`config.mk`:
```
export PLATFORM = sky130hd
export DESIGN_NAME = dcache_warmup_loader
export DESIGN_NICKNAME = d
export VERILOG_FILES = /design/src/rtl/dcache_warmup_pkg.sv /design/src/rtl/dcache_warmup_loader.sv
export SDC_FILE = /design/constraint.sdc
export NUM_CORES = 1
export LEC_CHECK = 0
export CORE_AREA = 2 2 344 346
export DETAILED_ROUTE_END_ITERATION = 10
export DIE_AREA = 0 0 346 348
export PLACE_DENSITY_LB_ADDON = 0.08
export SLEW_MARGIN = 20
export SYNTH_ARGS = -nofsm -noshare
export SYNTH_HDL_FRONTEND = slang
export SYNTH_SLANG_ARGS = --single-unit
export TNS_END_PERCENT = 20
```
`constraint.sdc`:
```
create_clock -name clk -period 4.7 [get_ports clk]
set_input_delay 0.94 -clock clk [delete_from_list [all_inputs] [get_ports clk]]
set_output_delay 0.94 -clock clk [all_outputs]
set_load 0.05 [all_outputs]
```
`src/rtl/dcache_warmup_pkg.sv`:
```
// Shared geometry, record/state types and lane helpers for the DCache warmup loader.
// Geometry: 64 sets x 4 ways, 8 rows of 8 bytes per line, 22-bit tag entries.
package dcache_warmup_pkg;

  localparam int unsigned SETS      = 64;
  localparam int unsigned WAYS      = 4;
  localparam int unsigned ROWS      = 8;
  localparam int unsigned ROW_BYTES = 8;
  localparam int unsigned TAG_BITS  = 22;

  localparam int unsigned SB      = $clog2(SETS);
  localparam int unsigned WB      = $clog2(WAYS);
  localparam int unsigned RB      = $clog2(ROWS);
  localparam int unsigned AB      = SB + RB;
  localparam int unsigned PAY_W   = 64;
  localparam int unsigned ROW_W   = ROW_BYTES * 8;
  localparam int unsigned TAG_W   = WAYS * TAG_BITS;
  localparam int unsigned DATA_W  = WAYS * ROW_W;
  localparam int unsigned DMASK_W = WAYS * ROW_BYTES;
  localparam int unsigned CNT_W   = 16;

  typedef enum logic {
    KIND_TAG  = 1'b0,
    KIND_DATA = 1'b1
  } kind_e;

  typedef enum logic [2:0] {
    S_IDLE  = 3'd0,
    S_LOAD  = 3'd1,
    S_WRITE = 3'd2,
    S_READ  = 3'd3,
    S_CHECK = 3'd4,
    S_DONE  = 3'd5
  } state_e;

  // One captured checkpoint record
  typedef struct packed {
    kind_e            kind;
    logic [WB-1:0]    way;
    logic [SB-1:0]    set_idx;
    logic [RB-1:0]    row_idx;
    logic [PAY_W-1:0] data;
    logic             last;
  } rec_t;

  // Copy one tag entry into every way lane; the mask picks the real target
  function automatic logic [TAG_W-1:0] tag_replicate(input logic [TAG_BITS-1:0] tag);
    logic [TAG_W-1:0] r;
    r = '0;
    for (int unsigned i = 0; i < WAYS; i++) r[i*TAG_BITS +: TAG_BITS] = tag;
    return r;
  endfunction

  // Copy one data row into every way lane
  function automatic logic [DATA_W-1:0] row_replicate(input logic [ROW_W-1:0] row);
    logic [DATA_W-1:0] r;
    r = '0;
    for (int unsigned i = 0; i < WAYS; i++) r[i*ROW_W +: ROW_W] = row;
    return r;
  endfunction

  function automatic logic [TAG_BITS-1:0] tag_select(input logic [TAG_W-1:0] rdata,
                                                     input logic [WB-1:0]    way);
    return rdata[way*TAG_BITS +: TAG_BITS];
  endfunction

  function automatic logic [ROW_W-1:0] row_select(input logic [DATA_W-1:0] rdata,
                                                  input logic [WB-1:0]     way);
    return rdata[way*ROW_W +: ROW_W];
  endfunction

  // One-hot way mask for the tag array
  function automatic logic [WAYS-1:0] tag_mask(input logic [WB-1:0] way);
    logic [WAYS-1:0] r;
    r      = '0;
    r[way] = 1'b1;
    return r;
  endfunction

  // Byte mask covering the whole row of one way
  function automatic logic [DMASK_W-1:0] data_mask(input logic [WB-1:0] way);
    logic [DMASK_W-1:0] r;
    r = '0;
    r[way*ROW_BYTES +: ROW_BYTES] = '1;
    return r;
  endfunction

endpackage

```
`src/rtl/dcache_warmup_loader.sv`:
```
// DCache warmup loader: takes checkpoint records (tag entries / data rows) and writes
// them through the tag and data array RW0 ports, optionally reading each one back.
// Ports:
//   clk, rst_n                       clock, async active-low reset
//   start, verify_en                 session start pulse, read-back enable (sampled at start)
//   in_valid/in_ready, in_kind,      record handshake and fields
//   in_way, in_set, in_row,
//   in_data, in_last
//   tag_*                            tag array RW0 controls / data
//   data_*                           data array RW0 controls / data
//   busy, done                       session status
//   rec_count, err_count             accepted records, saturating mismatch count
//   err_valid/kind/way/addr          first mismatch capture
module dcache_warmup_loader
  import dcache_warmup_pkg::*;
(
  input  logic               clk,
  input  logic               rst_n,
  input  logic               start,
  input  logic               verify_en,
  input  logic               in_valid,
  output logic               in_ready,
  input  logic               in_kind,
  input  logic [WB-1:0]      in_way,
  input  logic [SB-1:0]      in_set,
  input  logic [RB-1:0]      in_row,
  input  logic [PAY_W-1:0]   in_data,
  input  logic               in_last,
  output logic [SB-1:0]      tag_addr,
  output logic               tag_en,
  output logic               tag_wmode,
  output logic [TAG_W-1:0]   tag_wdata,
  output logic [WAYS-1:0]    tag_wmask,
  input  logic [TAG_W-1:0]   tag_rdata,
  output logic [AB-1:0]      data_addr,
  output logic               data_en,
  output logic               data_wmode,
  output logic [DATA_W-1:0]  data_wdata,
  output logic [DMASK_W-1:0] data_wmask,
  input  logic [DATA_W-1:0]  data_rdata,
  output logic               busy,
  output logic               done,
  output logic [CNT_W-1:0]   rec_count,
  output logic [CNT_W-1:0]   err_count,
  output logic               err_valid,
  output logic               err_kind,
  output logic [WB-1:0]      err_way,
  output logic [AB-1:0]      err_addr
);

  state_e        state, state_n;
  rec_t          cap;
  logic          verify_q;
  logic          start_ok;
  logic          accept;
  logic          check_en;
  logic          mismatch;
  logic [AB-1:0] cap_addr;

  assign cap_addr = {cap.set_idx, cap.row_idx};

  // State register
  always_ff @(posedge clk or negedge rst_n) begin
    if (!rst_n) state <= S_IDLE;
    else        state <= state_n;
  end

  // Next-state and datapath strobes
  always_comb begin
    state_n  = state;
    start_ok = 1'b0;
    accept   = 1'b0;
    check_en = 1'b0;
    case (state)
      S_IDLE, S_DONE: begin
        if (start) begin
          start_ok = 1'b1;
          state_n  = S_LOAD;
        end
      end
      S_LOAD: begin
        if (in_valid) begin
          accept  = 1'b1;
          state_n = S_WRITE;
        end
      end
      S_WRITE: begin
        if (verify_q)      state_n = S_READ;
        else if (cap.last) state_n = S_DONE;
        else               state_n = S_LOAD;
      end
      S_READ:  state_n = S_CHECK;
      S_CHECK: begin
        check_en = 1'b1;
        state_n  = cap.last ? S_DONE : S_LOAD;
      end
      default: state_n = S_IDLE;
    endcase
  end

  // Read-back comparison against the lane of the captured way
  always_comb begin
    mismatch = 1'b0;
    if (cap.kind == KIND_TAG)
      mismatch = (tag_select(tag_rdata, cap.way) != cap.data[TAG_BITS-1:0]);
    else
      mismatch = (row_select(data_rdata, cap.way) != cap.data);
  end

  // Record capture, counters and first-error capture
  always_ff @(posedge clk or negedge rst_n) begin
    if (!rst_n) begin
      cap       <= '0;
      verify_q  <= 1'b0;
      rec_count <= '0;
      err_count <= '0;
      err_valid <= 1'b0;
      err_kind  <= 1'b0;
      err_way   <= '0;
      err_addr  <= '0;
    end else begin
      if (start_ok) begin
        verify_q  <= verify_en;
        rec_count <= '0;
        err_count <= '0;
        err_valid <= 1'b0;
        err_kind  <= 1'b0;
        err_way   <= '0;
        err_addr  <= '0;
      end
      if (accept) begin
        cap.kind    <= kind_e'(in_kind);
        cap.way     <= in_way;
        cap.set_idx <= in_set;
        cap.row_idx <= in_row;
        cap.data    <= in_data;
        cap.last    <= in_last;
        rec_count   <= rec_count + CNT_W'(1);
      end
      if (check_en && mismatch) begin
        if (err_count != '1) err_count <= err_count + CNT_W'(1);
        if (!err_valid) begin
          err_valid <= 1'b1;
          err_kind  <= cap.kind;
          err_way   <= cap.way;
          err_addr  <= (cap.kind == KIND_TAG) ? AB'(cap.set_idx) : cap_addr;
        end
      end
    end
  end

  // Status flags registered from the next state so they line up with the state register
  always_ff @(posedge clk or negedge rst_n) begin
    if (!rst_n) begin
      in_ready <= 1'b0;
      busy     <= 1'b0;
      done     <= 1'b0;
    end else begin
      in_ready <= (state_n == S_LOAD);
      busy     <= (state_n == S_LOAD) || (state_n == S_WRITE) ||
                  (state_n == S_READ) || (state_n == S_CHECK);
      done     <= (state_n == S_DONE);
    end
  end

  // SRAM port drive; strobes only in WRITE/READ, address/data follow the capture registers
  always_comb begin
    tag_en     = 1'b0;
    tag_wmode  = 1'b0;
    tag_wmask  = '0;
    data_en    = 1'b0;
    data_wmode = 1'b0;
    data_wmask = '0;
    tag_addr   = cap.set_idx;
    tag_wdata  = tag_replicate(cap.data[TAG_BITS-1:0]);
    data_addr  = cap_addr;
    data_wdata = row_replicate(cap.data);
    if (cap.kind == KIND_TAG) begin
      if (state == S_WRITE) begin
        tag_en    = 1'b1;
        tag_wmode = 1'b1;
        tag_wmask = tag_mask(cap.way);
      end else if (state == S_READ) begin
        tag_en    = 1'b1;
      end
    end else begin
      if (state == S_WRITE) begin
        data_en    = 1'b1;
        data_wmode = 1'b1;
        data_wmask = data_mask(cap.way);
      end else if (state == S_READ) begin
        data_en    = 1'b1;
      end
    end
  end

endmodule

```
### Word-level counts from Yosys, hierarchy flattened

Index checks and enable logic that the tools add are counted.

* bitwise operators: 1
* reductions and logical operators: 8
* $add $sub $neg: 3
* div/mod/pow operators: 0
* shift-type cells: 4
* equal/unequal tests: 13
* multiplexer cells: 42
* $mul: 1
* magnitude comparators: 2

Operators with widths (number)
* $shiftx A256 B9 Y64: 1
* $shiftx A88 B8 Y22: 1
* $mux W16: 5
* $mux W32: 2
* $ne A64 B64 Y1: 1
* $mux W9: 4
* $neg A5 Y34: 1
* $shift A8 B34 Y32 const A: 1
* $shiftx A8 B34 Y32 const A: 1
* $add A16 B1 Y16 const B: 2
* $and A32 B32 Y32: 1
* $ne A22 B22 Y1: 1
* $mux W1: 20
* $ne A16 B16 Y1 const B: 1
* $pmux W3 S5: 1
* $eq A3 B2 Y1 const B: 4
* $eq A3 B3 Y1 const B: 4
* $mux W3: 4
* $mux W4: 2
* $eq A3 B1 Y1 const B: 2
* $mul A2 B4 Y6 const B: 1
* $mux W2: 3
* $logic_not A3 Y1: 1
* $logic_or A1 B1 Y1: 3
* 6 further kinds: 7

* RAM bits: 0
* ROM bits: 0
* flip-flop bits (word level): 129
* memories kept: 0
* bits in latches: 0
* word-level logic and storage cells: 91

### Logic depth before layout (Yosys ltp)

* word-level depth: 7
* mapped depth: 14
* mapped depth without buffers: 9

### Worst setup path before layout

OpenSTA, ideal clock, no wires.

* path type: register to output
* start point: reg state[2]
* end point: out data_wmask[1]
* cell stages (with the launch flop): 7
* required time: 3.760 ns
* path slack: 0.273 ns
* arrival time: 3.487 ns
* path through: dfrtp_1 -> clkbuf_1 -> nand2b_1 -> nor2_1 -> nand2_1 -> nor3_1 -> buf_4

* longest elaborated chain between the ends: 3

Ends and longest elaborated chain
* from (decl): RTL line dcache_warmup_loader.sv:51 `state_e state, state_n;`
* from (signal assigned): RTL line dcache_warmup_loader.sv:65 `else state <= state_n;`
* $eq A3 B2 Y1: RTL line dcache_warmup_loader.sv:187 `if (state == S_WRITE) begin`
* $mux W32: RTL line dcache_warmup_loader.sv:187
* $mux W32: RTL line dcache_warmup_loader.sv:178 `if (cap.kind == KIND_TAG) begin`
* to (decl): RTL line dcache_warmup_loader.sv:39 `output logic [DMASK_W-1:0] data_wmask,`

Every way passes these cells.

### Worst setup path in the final report

* start point: reg cap[75] (netlist name)
* end point: reg err_count[15]

* longest elaborated chain between the ends: 6
* elaborated cells between the ends (all ways): 8
* those cells by class: mul (1); eq/ne (2); shift (2); mux (2); reduce/logical (1)

Ends and longest elaborated chain
* from (decl): RTL line dcache_warmup_loader.sv:52 `rec_t cap;`
* $mul A2 B4 Y6: RTL line dcache_warmup_pkg.sv:64 `return rdata[way*TAG_BITS +: TAG_BITS];`
* $shiftx A88 B8 Y22: RTL line dcache_warmup_pkg.sv:64
* $ne A22 B22 Y1: RTL line dcache_warmup_loader.sv:105 `mismatch = (tag_select(tag_rdata, cap.way) != cap.data[TAG_BITS-1:0]);`
* $mux W1 *: RTL line dcache_warmup_loader.sv:104 `if (cap.kind == KIND_TAG)`
* $logic_and A1 B1 Y1 *: RTL line dcache_warmup_loader.sv:140 `if (check_en && mismatch) begin`
* $mux W16 *: RTL line dcache_warmup_loader.sv:140
* to (signal assigned): RTL line dcache_warmup_loader.sv:141 `if (err_count != '1) err_count <= err_count + CNT_W'(1);`
* to (decl): RTL line dcache_warmup_loader.sv:44 `output logic [CNT_W-1:0] err_count,`

Every way passes the cells marked *; elsewhere a longest branch is shown, timed or not.
A chain may end at the register's enable or synchronous reset.

==> impl_metrics.py <==
metrics = {
    "clocking": {
        "cts_tree": "done",
        "insertion_delay_ns": 0.50,
        "cts_buffer_depth": 2,
        "clk_pin_slew_ns": 0.08,
        "cts_buffers": 17,
        "cts_num_sinks": 129,
        "cts_hold_buf": 0,
        "cts-root-buf": "clkbuf_16",
        "ctsHtreeMaxLevel": 4,
    },
    "route": {
        "drtIter0Drc": 684,
        "via_per_inst": 3.411,
        "drc": 0,
        "first_pass_iters": 7,
        "wl_um": 88910,
        "vias": 11556,
        "ant_nets": 0,
        "wl_per_cell_um": 26.24,
    },
    "setup_path": {
        "crit_arrival_ns": 4.88,
        "endpoint_kind": "flip-flop",
        "path_class": "reg -> reg",
        "regToRegEndpoint": "err_count[15]",
        "cp_max_fo": 15,
        "cp.required_ns": 5.08,
        "cp_cell_sequence": "buf_4 -> mux2i_2 -> o2bb2ai_1 -> a2111o_1 -> a221o_1 -> or4_1 -> and4b_2 -> nor2_1 -> o311ai_2",
        "reg2regPathDepth": 9,
        "reg2reg_from": "cap[75]",
        "cp-start-kind": "flip-flop",
        "reg2reg_slack_ns": 0.20,
        "critPathMaxStageDelay_ns": 0.73,
        "slowest_stage": "dfrtp_4",
    },
    "hold_path": {
        "hold_class": "in -> async",
    },
    "global_routing": {
        "track_usage": 0.1430,
        "grt_first_pass_wirelength_um": 114800,
        "grt_overflow": 0,
        "grt_antenna_before_repair": 27,
        "grt_max_degree": 70,
        "grt_pass1_vias": 11728,
    },
    "power": {
        "max-vdd-ir-drop_mv": 0.4616,
        "swShare": 0.6134,
        "powerDensity_nw_per_um2": 847.0,
        "total_power_w": 0.01750,
        "leakage_nw": 7.912,
        "p_clk_frac": 0.083,
        "p_sw_w": 0.01073,
        "intPower_w": 0.006766,
        "power_frac_comb": 0.758,
        "power_frac_seq": 0.159,
    },
    "place": {
        "portBuffers": 872,
        "dpl.hpwl_um": 75080,
        "placed_cell_area_um2": 20030,
        "gp_congestion": 0.7715,
    },
    "logic_synthesis": {
        "synth_area_per_cell_um2": 9.099,
        "synth_common_cells": "394 x buf_4, 256 x nand2_1, 129 x dfrtp_1, 73 x mux2i_1, 66 x mux4_2",
        "synth.distinct_cells": 67,
        "synth_edf_count": 0,
        "synth_area_um2": 12000,
        "synth_top_area_frac": 0.2690,
        "yosys_most_used_dff": "dfrtp_1",
        "synth_seq_cells": 129,
        "ys_seq_area_frac": 0.2690,
        "yosys_warnings": 0,
        "syn_inst": 1319,
        "synth_most_common_cell": "buf_4",
        "synth_top_area_cell": "dfrtp_1",
        "synthTopCellsByArea": "dfrtp_1 27%, buf_4 25%, mux4_2 12%",
        "async_flop_share": 1.000,
        "syn-num-nets": 1747,
    },
    "die": {
        "ios": 873,
        "die_width_um": 346,
        "initial_core_util": 0.1026,
        "die_area_um2": 120400,
        "num_rows": 126,
        "coreArea_um2": 117000,
        "die_y_um": 348,
    },
    "timing": {
        "clock.fmax_mhz": 222.3,
        "period_share": 0.9570,
        "skew_ns": 0.02210,
        "drv_slew": 0,
        "slew_headroom": 0.3944,
        "tightest_slew_ns": 0.8832,
        "fin_setup_tns_ns": 0,
        "period_needed_ns": 4.498,
        "rsz0062_at_grt": "no",
        "finalHoldViolCount": 0,
        "finalSetupViolCount": 0,
    },
    "cells_and_area": {
        "nNetsFinal": 2261,
        "fin_util": 0.1766,
        "areaGrowthSynthToFinish_pct": 72.15,
        "fillerInstances": 12991,
        "final_area_um2": 20660,
        "drive_gt1_frac": 0.09859,
    },
    "outcome": {
        "status": "completed",
    },
    "run": {
        "maxCapViolCount": 0,
    },
}
==> worst max-delay path, delay by kind of cell, from the launching register on <==
family / cells / cell delay [ns]
AO/OA/AOI/OAI: 4 / 1.65
buffers and inverters: 1 / 0.30
flip-flops: 1 / 0.73
multiplexers: 1 / 0.58
AND/OR/NAND/NOR: 3 / 1.12
==> placed cells by master (no fill, tap or decap), types with 6 or more instances in the layout <==
| cell type | synthesis | final |
|---|---|---|
| inv_1 | 25 | 25 |
| clkdlybuf4s50_1 | 0 | 870 |
| clkbuf_16 | 0 | 17 |
| o21ai_0 | 37 | 37 |
| buf_4 | 394 | 56 |
| xnor2_1 | 42 | 42 |
| inv_6 | 0 | 6 |
| and3_1 | 10 | 10 |
| a22oi_1 | 7 | 7 |
| mux4_2 | 66 | 66 |
| dfrtp_1 | 129 | 127 |
| o22ai_1 | 9 | 9 |
| nand2_1 | 256 | 256 |
| nor4_1 | 7 | 6 |
| a31oi_1 | 6 | 6 |
| nand3_1 | 26 | 26 |
| and2_1 | 6 | 6 |
| diode_2 | 0 | 6 |
| xor2_1 | 25 | 25 |
| buf_12 | 0 | 10 |
| mux2i_1 | 73 | 71 |
| nor2_1 | 38 | 38 |
| nand4_1 | 21 | 21 |
==> cells by family after synthesis <==
kind of cell | after synthesis | share of synthesized area
fa+ha+maj | 2 | 0.002085
xor+xnor | 67 | 0.04889
buf+inv | 468 | 0.2779
mux | 141 | 0.1866
flops | 129 | 0.2690
simple gates | 393 | 0.1447
compound gates | 119 | 0.07079
==> layout make-up <==
type,count,area [um2],share of cell area
Inverter,26,97.59,0.004724
Clock buffer,17,425.4,0.02059
Clock inverter,15,163.9,0.007933
Tap cell,1536,1922,0.09302
Multi-Input combinational cell,722,5461,0.2643
Timing Repair Buffer,937,9340,0.4521
Sequential cell,129,3236,0.1566
Antenna cell,6,15.01,0.0007267
==> power groups by stage <==
stage          sequential, W  combinational, W  clock, W
3_5_place_dp         0.00294            0.0134         0
2_1_floorplan        0.00233            0.0102         0
3_3_place_gp         0.00291            0.0135         0
6_report             0.00279            0.0133   0.00146
5_1_grt              0.00295            0.0139   0.00159
4_1_cts              0.00290            0.0135   0.00156
==> per-stage QoR <==
step           instances  hold WS [ns]  worst slack (ns)
6_report            3388        0.4590            0.2019
5_1_grt             3384        0.4881           0.05753
2_1_floorplan       1319        0.4687            0.2734
3_3_place_gp        3349        0.4694           -0.3795
4_1_cts             3382        0.4830           0.01617
3_5_place_dp        3349        0.4803           -0.4559
==> worst max path at each step <==
| stage | cells past startpoint | from | slack, ns | to |
|---|---|---|---|---|
| detailed placement | 9 | data_rdata[252] | -0.46 | err_count[15] |
| global placement | 9 | data_rdata[252] | -0.38 | err_count[15] |
| finish | 9 | cap[75] | 0.20 | err_count[15] |
| floorplan | 6 | state[2] | 0.27 | data_wmask[1] |
| CTS | 9 | cap[75] | 0.02 | err_count[15] |
| global route | 9 | cap[75] | 0.06 | err_count[15] |
==> state kept, by name, indices dropped and copies added, names as in the netlist, 2 cells and up <==
register	flops
data_wdata	64
tag_addr	6
data_addr	3
rec_count	16
cap	4
err_count	16
err_way	2
err_addr	9
state	3
==> per-layer routing <==
metal,global-route usage,routed length [um],vias to the layer above
met5,0,53,-
li1,-,-,5183
met2,0.2511,44750,594
met3,0.03192,4655,51
met4,0.02727,1058,10
met1,0.1792,38400,5718
==> what timing repair did <==
| action | 4_1_cts | 5_1_grt |
|---|---|---|
| resized for setup | 1 | 0 |
| setup endpoints to repair | 29 | 0 |
| buffers inserted | 1 | 0 |
Power figures use the tool's default switching activity.
